## config.mk

```make
export PLATFORM = sky130hd
export DESIGN_NAME = rx_dma_pkt_framer
export DESIGN_NICKNAME = d
export VERILOG_FILES = /design/src/rtl/rx_dma_pkt_framer.sv
export SDC_FILE = /design/constraint.sdc
export NUM_CORES = 1
export LEC_CHECK = 0
export CAP_MARGIN = 20
export CORE_MARGIN = 4
export CORE_UTILIZATION = 45
export DETAILED_ROUTE_END_ITERATION = 10
export GPL_ROUTABILITY_DRIVEN = 0
export GPL_TIMING_DRIVEN = 0
export PLACE_DENSITY_LB_ADDON = 0.12
export SETUP_SLACK_MARGIN = 0.5
export SYNTH_ARGS = -nofsm -noshare
export SYNTH_HDL_FRONTEND = slang
export SYNTH_SLANG_ARGS = --single-unit
```

## constraint.sdc

```tcl
create_clock -name clk -period 9.4 [get_ports clk]
set_input_delay 2.35 -clock clk [delete_from_list [all_inputs] [get_ports clk]]
set_output_delay 2.35 -clock clk [all_outputs]
set_load 0.005 [all_outputs]
```

## src/rtl/rx_dma_pkt_framer.sv

```systemverilog
// rx_dma_pkt_framer: per-packet header insertion, payload forwarding and filter-gated DMA start,
// with tlast timeout recovery, s2mm interrupt coalescing and saturating statistics.
//   clk, rstn                   clock, synchronous active-low reset
//   pkt_start/unsupported/len   packet announcement from the rx path, sampled in IDLE only
//   hdr_words                   HDR_WORDS header words, word 0 in the LSBs
//   filter_valid/block          xpu filter decision
//   pay_data/valid              payload stream, forwarded one register late
//   m_axis_tlast                end of the DMA transfer
//   tsf_pulse_1M, timeout_*     1 us tick and tlast timeout control
//   s2mm_intr, coal_num, dly_top  DMA completion level and coalescing control
//   stat_clr, stat_*            statistics clear and saturating counters
//   start_trans, data_*, num_dma_word, m_axis_rst, tlast_auto_recover  DMA side outputs
//   rx_pkt_sn_plus_one          combinational filter-pass acceptance
//   rx_pkt_intr                 coalesced interrupt pulse to PS
module rx_dma_pkt_framer #(
    parameter int DATA_WIDTH = 64,
    parameter int HDR_WORDS  = 4,
    parameter int LEN_WIDTH  = 16,
    parameter int SYM_WIDTH  = 14,
    parameter int TO_WIDTH   = 13,
    parameter int COAL_WIDTH = 4,
    parameter int DLY_WIDTH  = 15,
    parameter int STAT_WIDTH = 16
) (
    input  logic                            clk,
    input  logic                            rstn,
    input  logic                            pkt_start,
    input  logic                            pkt_unsupported,
    input  logic [LEN_WIDTH-1:0]            pkt_len,
    input  logic [HDR_WORDS*DATA_WIDTH-1:0] hdr_words,
    input  logic                            filter_valid,
    input  logic                            filter_block,
    input  logic [DATA_WIDTH-1:0]           pay_data,
    input  logic                            pay_valid,
    input  logic                            m_axis_tlast,
    input  logic                            tsf_pulse_1M,
    input  logic                            timeout_en,
    input  logic [TO_WIDTH-1:0]             timeout_top,
    input  logic                            s2mm_intr,
    input  logic [COAL_WIDTH-1:0]           coal_num,
    input  logic [DLY_WIDTH-1:0]            dly_top,
    input  logic                            stat_clr,
    output logic                            start_trans,
    output logic [DATA_WIDTH-1:0]           data_out,
    output logic                            data_valid_out,
    output logic [SYM_WIDTH-1:0]            num_dma_word,
    output logic                            m_axis_rst,
    output logic                            tlast_auto_recover,
    output logic                            rx_pkt_sn_plus_one,
    output logic                            rx_pkt_intr,
    output logic [STAT_WIDTH-1:0]           stat_pass,
    output logic [STAT_WIDTH-1:0]           stat_block,
    output logic [STAT_WIDTH-1:0]           stat_timeout
);
    localparam int HW = HDR_WORDS > 1 ? $clog2(HDR_WORDS) : 1;

    typedef enum logic [2:0] {IDLE, HDR, WAIT_FILTER, WAIT_TLAST, RST} state_t;

    state_t                state;
    logic [DATA_WIDTH-1:0] hdr_q [HDR_WORDS];
    logic [HW-1:0]         hidx;
    logic [2:0]            rcnt;
    logic [TO_WIDTH-1:0]   tmr;
    logic [LEN_WIDTH:0]    len_words;
    logic [SYM_WIDTH-1:0]  dma_words;
    logic                  waiting, to_hit, pass, block;
    logic                  s2mm_d, rise, fire;
    logic [COAL_WIDTH-1:0] pend, thr;
    logic [DLY_WIDTH-1:0]  dly;

    // one extra bit so the round-up cannot overflow at the top of the length range
    assign len_words = ({1'b0, pkt_len} + (LEN_WIDTH+1)'(7)) >> 3;
    assign dma_words = SYM_WIDTH'(len_words + (LEN_WIDTH+1)'(HDR_WORDS));
    assign waiting   = (state == WAIT_FILTER) || (state == WAIT_TLAST);
    assign to_hit    = waiting && timeout_en && (tmr > timeout_top);
    assign pass      = (state == WAIT_FILTER) && filter_valid && !filter_block && !to_hit;
    assign block     = (state == WAIT_FILTER) && filter_valid && filter_block && !to_hit;
    assign rx_pkt_sn_plus_one = pass;

    always_ff @(posedge clk) begin
        if (!rstn) begin
            state              <= IDLE;
            hidx               <= '0;
            rcnt               <= '0;
            tmr                <= '0;
            start_trans        <= 1'b0;
            data_out           <= '0;
            data_valid_out     <= 1'b0;
            num_dma_word       <= '0;
            m_axis_rst         <= 1'b0;
            tlast_auto_recover <= 1'b0;
            for (int i = 0; i < HDR_WORDS; i++) hdr_q[i] <= '0;
        end else begin
            start_trans        <= 1'b0;
            tlast_auto_recover <= 1'b0;
            case (state)
                IDLE: begin
                    data_valid_out <= 1'b0;
                    tmr            <= '0;
                    if (pkt_start && !pkt_unsupported) begin
                        for (int i = 0; i < HDR_WORDS; i++) hdr_q[i] <= hdr_words[i*DATA_WIDTH +: DATA_WIDTH];
                        num_dma_word <= dma_words;
                        hidx         <= '0;
                        state        <= HDR;
                    end
                end
                HDR: begin
                    data_out       <= hdr_q[hidx];
                    data_valid_out <= 1'b1;
                    hidx           <= hidx + 1'b1;
                    if (hidx == HW'(HDR_WORDS-1)) state <= WAIT_FILTER;
                end
                WAIT_FILTER, WAIT_TLAST: begin
                    data_out       <= pay_data;
                    data_valid_out <= pay_valid;
                    if (tsf_pulse_1M) tmr <= tmr + 1'b1;
                    // timeout wins over a filter decision or tlast arriving in the same cycle
                    if (to_hit) begin
                        m_axis_rst         <= 1'b1;
                        tlast_auto_recover <= 1'b1;
                        rcnt               <= '0;
                        state              <= RST;
                    end else if (pass) begin
                        tmr         <= '0;
                        start_trans <= 1'b1;
                        state       <= WAIT_TLAST;
                    end else if (block) begin
                        m_axis_rst <= 1'b1;
                        rcnt       <= '0;
                        state      <= RST;
                    end else if (state == WAIT_TLAST && m_axis_tlast) begin
                        state <= IDLE;
                    end
                end
                RST: begin
                    data_valid_out <= 1'b0;
                    num_dma_word   <= '0;
                    rcnt           <= rcnt + 3'd1;
                    // m_axis_rst was raised on entry, so it stays high for exactly 8 cycles
                    if (rcnt == 3'd7) begin
                        m_axis_rst <= 1'b0;
                        state      <= IDLE;
                    end
                end
                default: state <= IDLE;
            endcase
        end
    end

    function automatic logic [STAT_WIDTH-1:0] sat_inc(input logic [STAT_WIDTH-1:0] v, input logic en);
        return (en && !(&v)) ? v + 1'b1 : v;
    endfunction

    always_ff @(posedge clk) begin
        if (!rstn || stat_clr) begin
            stat_pass    <= '0;
            stat_block   <= '0;
            stat_timeout <= '0;
        end else begin
            stat_pass    <= sat_inc(stat_pass, pass);
            stat_block   <= sat_inc(stat_block, block);
            stat_timeout <= sat_inc(stat_timeout, to_hit);
        end
    end

    assign rise = s2mm_intr && !s2mm_d;
    assign thr  = (coal_num == '0) ? COAL_WIDTH'(1) : coal_num;
    assign fire = (pend != '0) && ((pend >= thr) || (dly == dly_top));

    always_ff @(posedge clk) begin
        if (!rstn) begin
            s2mm_d      <= 1'b0;
            pend        <= '0;
            dly         <= '0;
            rx_pkt_intr <= 1'b0;
        end else begin
            s2mm_d      <= s2mm_intr;
            rx_pkt_intr <= fire;
            if (fire) begin
                // a completion arriving as we fire opens the next batch
                pend <= rise ? COAL_WIDTH'(1) : '0;
                dly  <= '0;
            end else begin
                if (rise && !(&pend)) pend <= pend + 1'b1;
                if (pend != '0) dly <= dly + 1'b1;
            end
        end
    end
endmodule

```

# Word level (Yosys, flattened, before mapping)
# Memories as Yosys holds them, arrays and structs flattened. A register that Yosys moved wholly into a read port is not among the register bits.
# Cells that the tools add are included.
[totals] regBits=172 ramBits=256 inputBits=380 out_inout_bits=132 elab_cells=144 n_memories=1
[memory_table] memory="hdr_q" words=4 width=64 read_ports=1 rd_ports_with_merged_regs=1 wr=4 line_no="60" text="logic [DATA_WIDTH-1:0] hdr_q [HDR_WORDS];"
[classes] addsub=10 magnitude_cmp=2 n_eq_ne=13 mux=44 bitwise_logic=6 reduce_logical=51
[ops] operator="$mux W64" count=4
[ops] operator="$pmux W64 S2" count=1
[ops] operator="$add A16 B1 Y16 const B" count=3
[ops] operator="$reduce_and A16 Y1" count=3
[ops] operator="$mux W13" count=3
[ops] operator="$mux W3" count=10
[ops] operator="$pmux W14 S2" count=1
[ops] operator="$pmux W13 S2" count=1
[ops] operator="$add A16 B3 Y17 const B" count=1
[ops] operator="$add A15 B1 Y15 const B" count=1
[ops] operator="$eq A15 B15 Y1" count=1
[ops] operator="$logic_and A1 B1 Y1" count=15
[ops] operator="$add A14 B3 Y14 const B" count=1
[ops] operator="$mux W14" count=1
[ops] operator="$add A13 B1 Y13 const B" count=1
[ops] operator="$gt A13 B13 Y1" count=1
[ops] operator="$mux W1" count=12
[ops] operator="$mux W4" count=3
[ops] operator="$pmux W3 S4" count=1
[ops] operator="$reduce_and A4 Y1" count=3
[ops] operator="$reduce_bool A2 Y1" count=6
[ops] operator="$logic_not A1 Y1" count=9
[ops] operator="$eq A3 B2 Y1 const B" count=2
[ops] operator="$eq A3 B3 Y1 const B" count=2
[ops] operator="25 further kinds" count=40

# Depth between registers and ports, before layout
[logic_depth] depth_word=10 mapped_depth=10 depth_no_buf=9

# Least setup slack after synthesis
# Ideal clock, no wire load.
[synth_path] kind="input port to flip-flop" start="input port pkt_unsupported" end="register num_dma_word[0]" setup_ns=0.117 t_arrival_ns=8.892 t_required_ns=9.283 slack_ns=0.391 stages=6 path_buffers=1 cell_sequence="nand2b_1 > nand3b_1 > nand2_1 > a21oi_1 > clkbuf_1 > a32o_1"
[synth_via] elab_chain_len=4
[synth_lines] item="from (decl)" line_no="28" text="input logic pkt_unsupported,"
[synth_lines] item="$logic_not A1 Y1" line_no="100" text="if (pkt_start && !pkt_unsupported) begin"
[synth_lines] item="$logic_and A1 B1 Y1" line_no="100"
[synth_lines] item="$ne A2 B2 Y1 (no line)"
[synth_lines] item="$reduce_and A2 Y1 (no line)"
[synth_lines] item="to (signal assigned)" line_no="102" text="num_dma_word <= dma_words;"
[synth_lines] item="to (decl)" line_no="46" text="output logic [SYM_WIDTH-1:0] num_dma_word,"
# Every way passes these cells.
# A chain may end at the register's enable or synchronous reset.

# Worst setup path after layout
[layout_path] start="input port timeout_top[1]" end="output port rx_pkt_sn_plus_one"
[layout_via] elab_chain_len=4
[layout_lines] item="from (decl)" line_no="38" text="input logic [TO_WIDTH-1:0] timeout_top,"
[layout_lines] item="$gt A13 B13 Y1" line_no="75" text="assign to_hit = waiting && timeout_en && (tmr > timeout_top);"
[layout_lines] item="$logic_and A1 B1 Y1" line_no="75"
[layout_lines] item="$logic_not A1 Y1" line_no="76" text="assign pass = (state == WAIT_FILTER) && filter_valid && !filter_block && !to_hit;"
[layout_lines] item="$logic_and A1 B1 Y1" line_no="76"
[layout_lines] item="to (decl)" line_no="49" text="output logic rx_pkt_sn_plus_one,"
# Every way passes these cells.

==> impl_results.md <==
* Outcome: finished clean
* WHS at 0.454 ns
* Synthesis-stage register bit count at 430
* Hold Crit Class: flop to flop
* Pins Over Slew Limit at 0
* Total routed wirelength at 67300 um
* Worst-Skew Late Latency at 0.59 ns
* Initial core utilization at 0.455
* Ys Warns at 0
* Count of cell instances traversed by the critical path at 11
* Slew headroom at 0.410
* Critical Path Most Common Cell: clkdlybuf4s50_1
* DRT iter0 DRCs at 1512
* Area leader, netlist: edfxtp_1
* Buffers on Ports at 510
* Worst path max stage delay at 0.63 ns
* Worst reg2reg endpoint: stat_timeout[12]
* Worst-Margin Slew at 0.885 ns
* Crit Path Max Fanout at 10
* Max-Cap Viols at 0
* WL/cell at 23.4 um
* Syn avg cell area at 11.7 um2
* Leakage power at 10.5 nW
* WHS Path Cells at 2
* Largest net degree at the start of global routing at 97
* Fin worst setup slack at 1.37 ns
* Most common library cell in the layout ignoring fill and taps: clkdlybuf4s50_1
* Vias at 16608
* Setup_tns at 0 ns
* Post-Syn Instances at 1677
* Buffer and inverter count on the worst path at 5
* VDD IR max at 0.112 mV
* Min Tclk post-route at 8.03 ns
* Number of synthesized flops with an enable pin at 256
* Vias in the first global route at 16646
* Num ports at 512
* Total die area at 0.0469 mm2
* Die Span X at 216 um
* CP arrival at 5.68 ns
* H-Tree Depth at 2
* First-pass GRT wire length at 98700 um
* Total GRT Usage at 0.275
* Top delay family on crit path: buffers and inverters
* Reg area at 0.0112 mm2
* Top cells by area, synth: edfxtp_1 39%, dfxtp_1 18%, and3_1 8.8%, mux4_2 7.4%, a21oi_1 2.8%
* Pwr Density at 169 mW/mm2
* Fillers at 3485
* Clock root buffer: clkbuf_16
* Cts bufs inserted at 47
* Final HPWL DP at 50000 um
* Post-CTS Hold Buffers at 0
* Core Rows at 76
* Reg clk slew, reported paths at 0.05 ns
* CP endpoint kind: primary output
* Final hold viol count at 0
* Critical-path cell list: clkdlybuf4s50_1 -> inv_1 -> ha_1 -> nor2b_1 -> o211a_1 -> o211ai_1 -> a41oi_1 -> clkbuf_1 -> buf_2 -> nor3_1 -> clkdlybuf4s50_1
* Setup repair bufs after CTS at 0
* Final Core Density at 0.631
* Clock Path Buffers at 3
* Drt first pass iters at 8
* Initial antenna violation count at 27
* CTS tree: built
* Fin nets at 2648
* Max Clock Freq at 125 MHz
* Commonest cells after routing, fill and taps aside: 510 x clkdlybuf4s50_1, 275 x and3_1, 256 x edfxtp_1
* DR DRC count at 0
* Sequential-to-total area share from yosys stat at 0.571
* Max Clock Skew at 0.0249 ns
* Setup WS pre-CTS at 1.37 ns
* Worst hold start: num_dma_word[6]
* Reg2Reg Setup Slack at 6.42 ns
* Post-Syn Nets at 2085
* Core area at 0.0430 mm2
* FF-to-FF Start: tmr[10]
* Chip height at 216 um
* Synth unique cells at 59
* Setup crit start kind: input port
* Vias/cell at 5.77
* Main synth FF type: edfxtp_1
* WP data required at 7.05 ns
* Critical path class: input port to primary output
* Area occupied by multi-input gates at 0.00772 mm2
* R2R depth at 9
* Yosys top cell area share at 0.393
* P&R area growth vs syn at 38.8%
* Gr ovfl total at 0
* PostCTS Resize Cnt at 0
* Fin crit share at 0.854
* CP max-delay cell: clkdlybuf4s50_1
* RSZ-0062 raised after global routing: no
* Final setup violation count at 0
* Worst hold path endpoint: num_dma_word[6]
* Total power at 4.60 mW
* Sink Count at 430
* Ys async rst share at 0
* ANT nets after route at 0
* Share of layout cells above drive strength 1 at 0.0751
* Post-Syn Area at 0.0196 mm2
==> layer usage <==
layer  up-vias  wire length, um  global-route usage
met5         -              187                   0
met4        30             1900              0.0828
met3       133             5580              0.0756
met2       697            33700               0.480
met1      8138            25900               0.336
li1       7610                -                   -
==> cells by family after synthesis <==
| logic type | Yosys count | synth area share |
|---|---|---|
| adder cells (fa/ha/maj) | 28 | 0.0179 |
| AND/OR/NAND/NOR | 562 | 0.165 |
| AO/OA/AOI/OAI | 370 | 0.114 |
| multiplexers | 68 | 0.0758 |
| XOR/XNOR | 49 | 0.0219 |
| buffers and inverters | 170 | 0.0346 |
| flip-flops | 430 | 0.571 |
==> cells in the mapped netlist (all sizes together), types with 3 or more instances <==
library cell and number:
nor2b 6, a221oi 4, dfxtp 174, o31ai 20
nor3b 5, clkbuf 116, buf 25, nor4 8
a31o 6, a21oi 110, nor2 41, nor3 9
o21a 3, o22a 5, inv 28, nand3 39
or4 22, mux4 64, nand4 30, o22ai 68
xnor2 33, a41oi 3, and3 275, nand2b 11
o21ai 99, mux2i 4, edfxtp 256, and2 12
a31oi 7, xor2 16, o211ai 5, a41o 6
a211oi 10, and4 8, or3 13, ha 28
nand2 78, a21o 8, a22o 4
==> metrics by stage <==
step | instance area, um2 | cells
floorplan | 19600 | 1677
global placement | 25400 | 2772
detailed placement | 25500 | 2776
CTS | 27100 | 2863
global route | 27100 | 2872
finish | 27100 | 2876
==> tightest hold or removal path, stage by stage (launching register included) <==
cell	delay (ns)
dfxtp_1	0.32
nand2_1	0.05
o21ai_0	0.05
==> cell type report <==
class / instances / share of cell area
antenna: 13 / 0.00120
inverter: 29 / 0.00401
clock buffer: 61 / 0.0479
multi-input combinational: 1077 / 0.285
tap: 585 / 0.0270
buffer: 141 / 0.0209
timing repair buffer: 514 / 0.191
sequential: 430 / 0.412
clock inverter: 26 / 0.0121
==> flip-flops by register name, indices dropped and copies added (netlist names), named ones only <==
signal	flops
hdr_q	256
data_out	64
stat_block	16
stat_pass	16
stat_timeout	16
dly	15
num_dma_word	14
tmr	13
pend	4
rcnt	3
state	3
hidx	2
data_valid_out	1
m_axis_rst	1
rx_pkt_intr	1
s2mm_d	1
start_trans	1
tlast_auto_recover	1
==> where the power goes <==
part / total (mW) / switching, mW / internal [mW]
clock network: 1.94 / 0.772 / 1.17
logic: 0.512 / 0.229 / 0.283
registers: 2.15 / 0.0400 / 2.11
==> worst max path at each step <==
| stage | start | end | slack [ns] |
|---|---|---|---|
| final | timeout_top[1] | rx_pkt_sn_plus_one | 1.37 |
| after CTS | timeout_top[1] | rx_pkt_sn_plus_one | 1.35 |
| after floorplan | pkt_unsupported | num_dma_word[0] | 2.79 |
| after global routing | timeout_top[1] | rx_pkt_sn_plus_one | 1.29 |
| after global placement | pkt_unsupported | num_dma_word[2] | 0.58 |
| after detailed placement | timeout_top[1] | rx_pkt_sn_plus_one | 1.37 |
No activity file was read; power rests on OpenSTA's default activity.
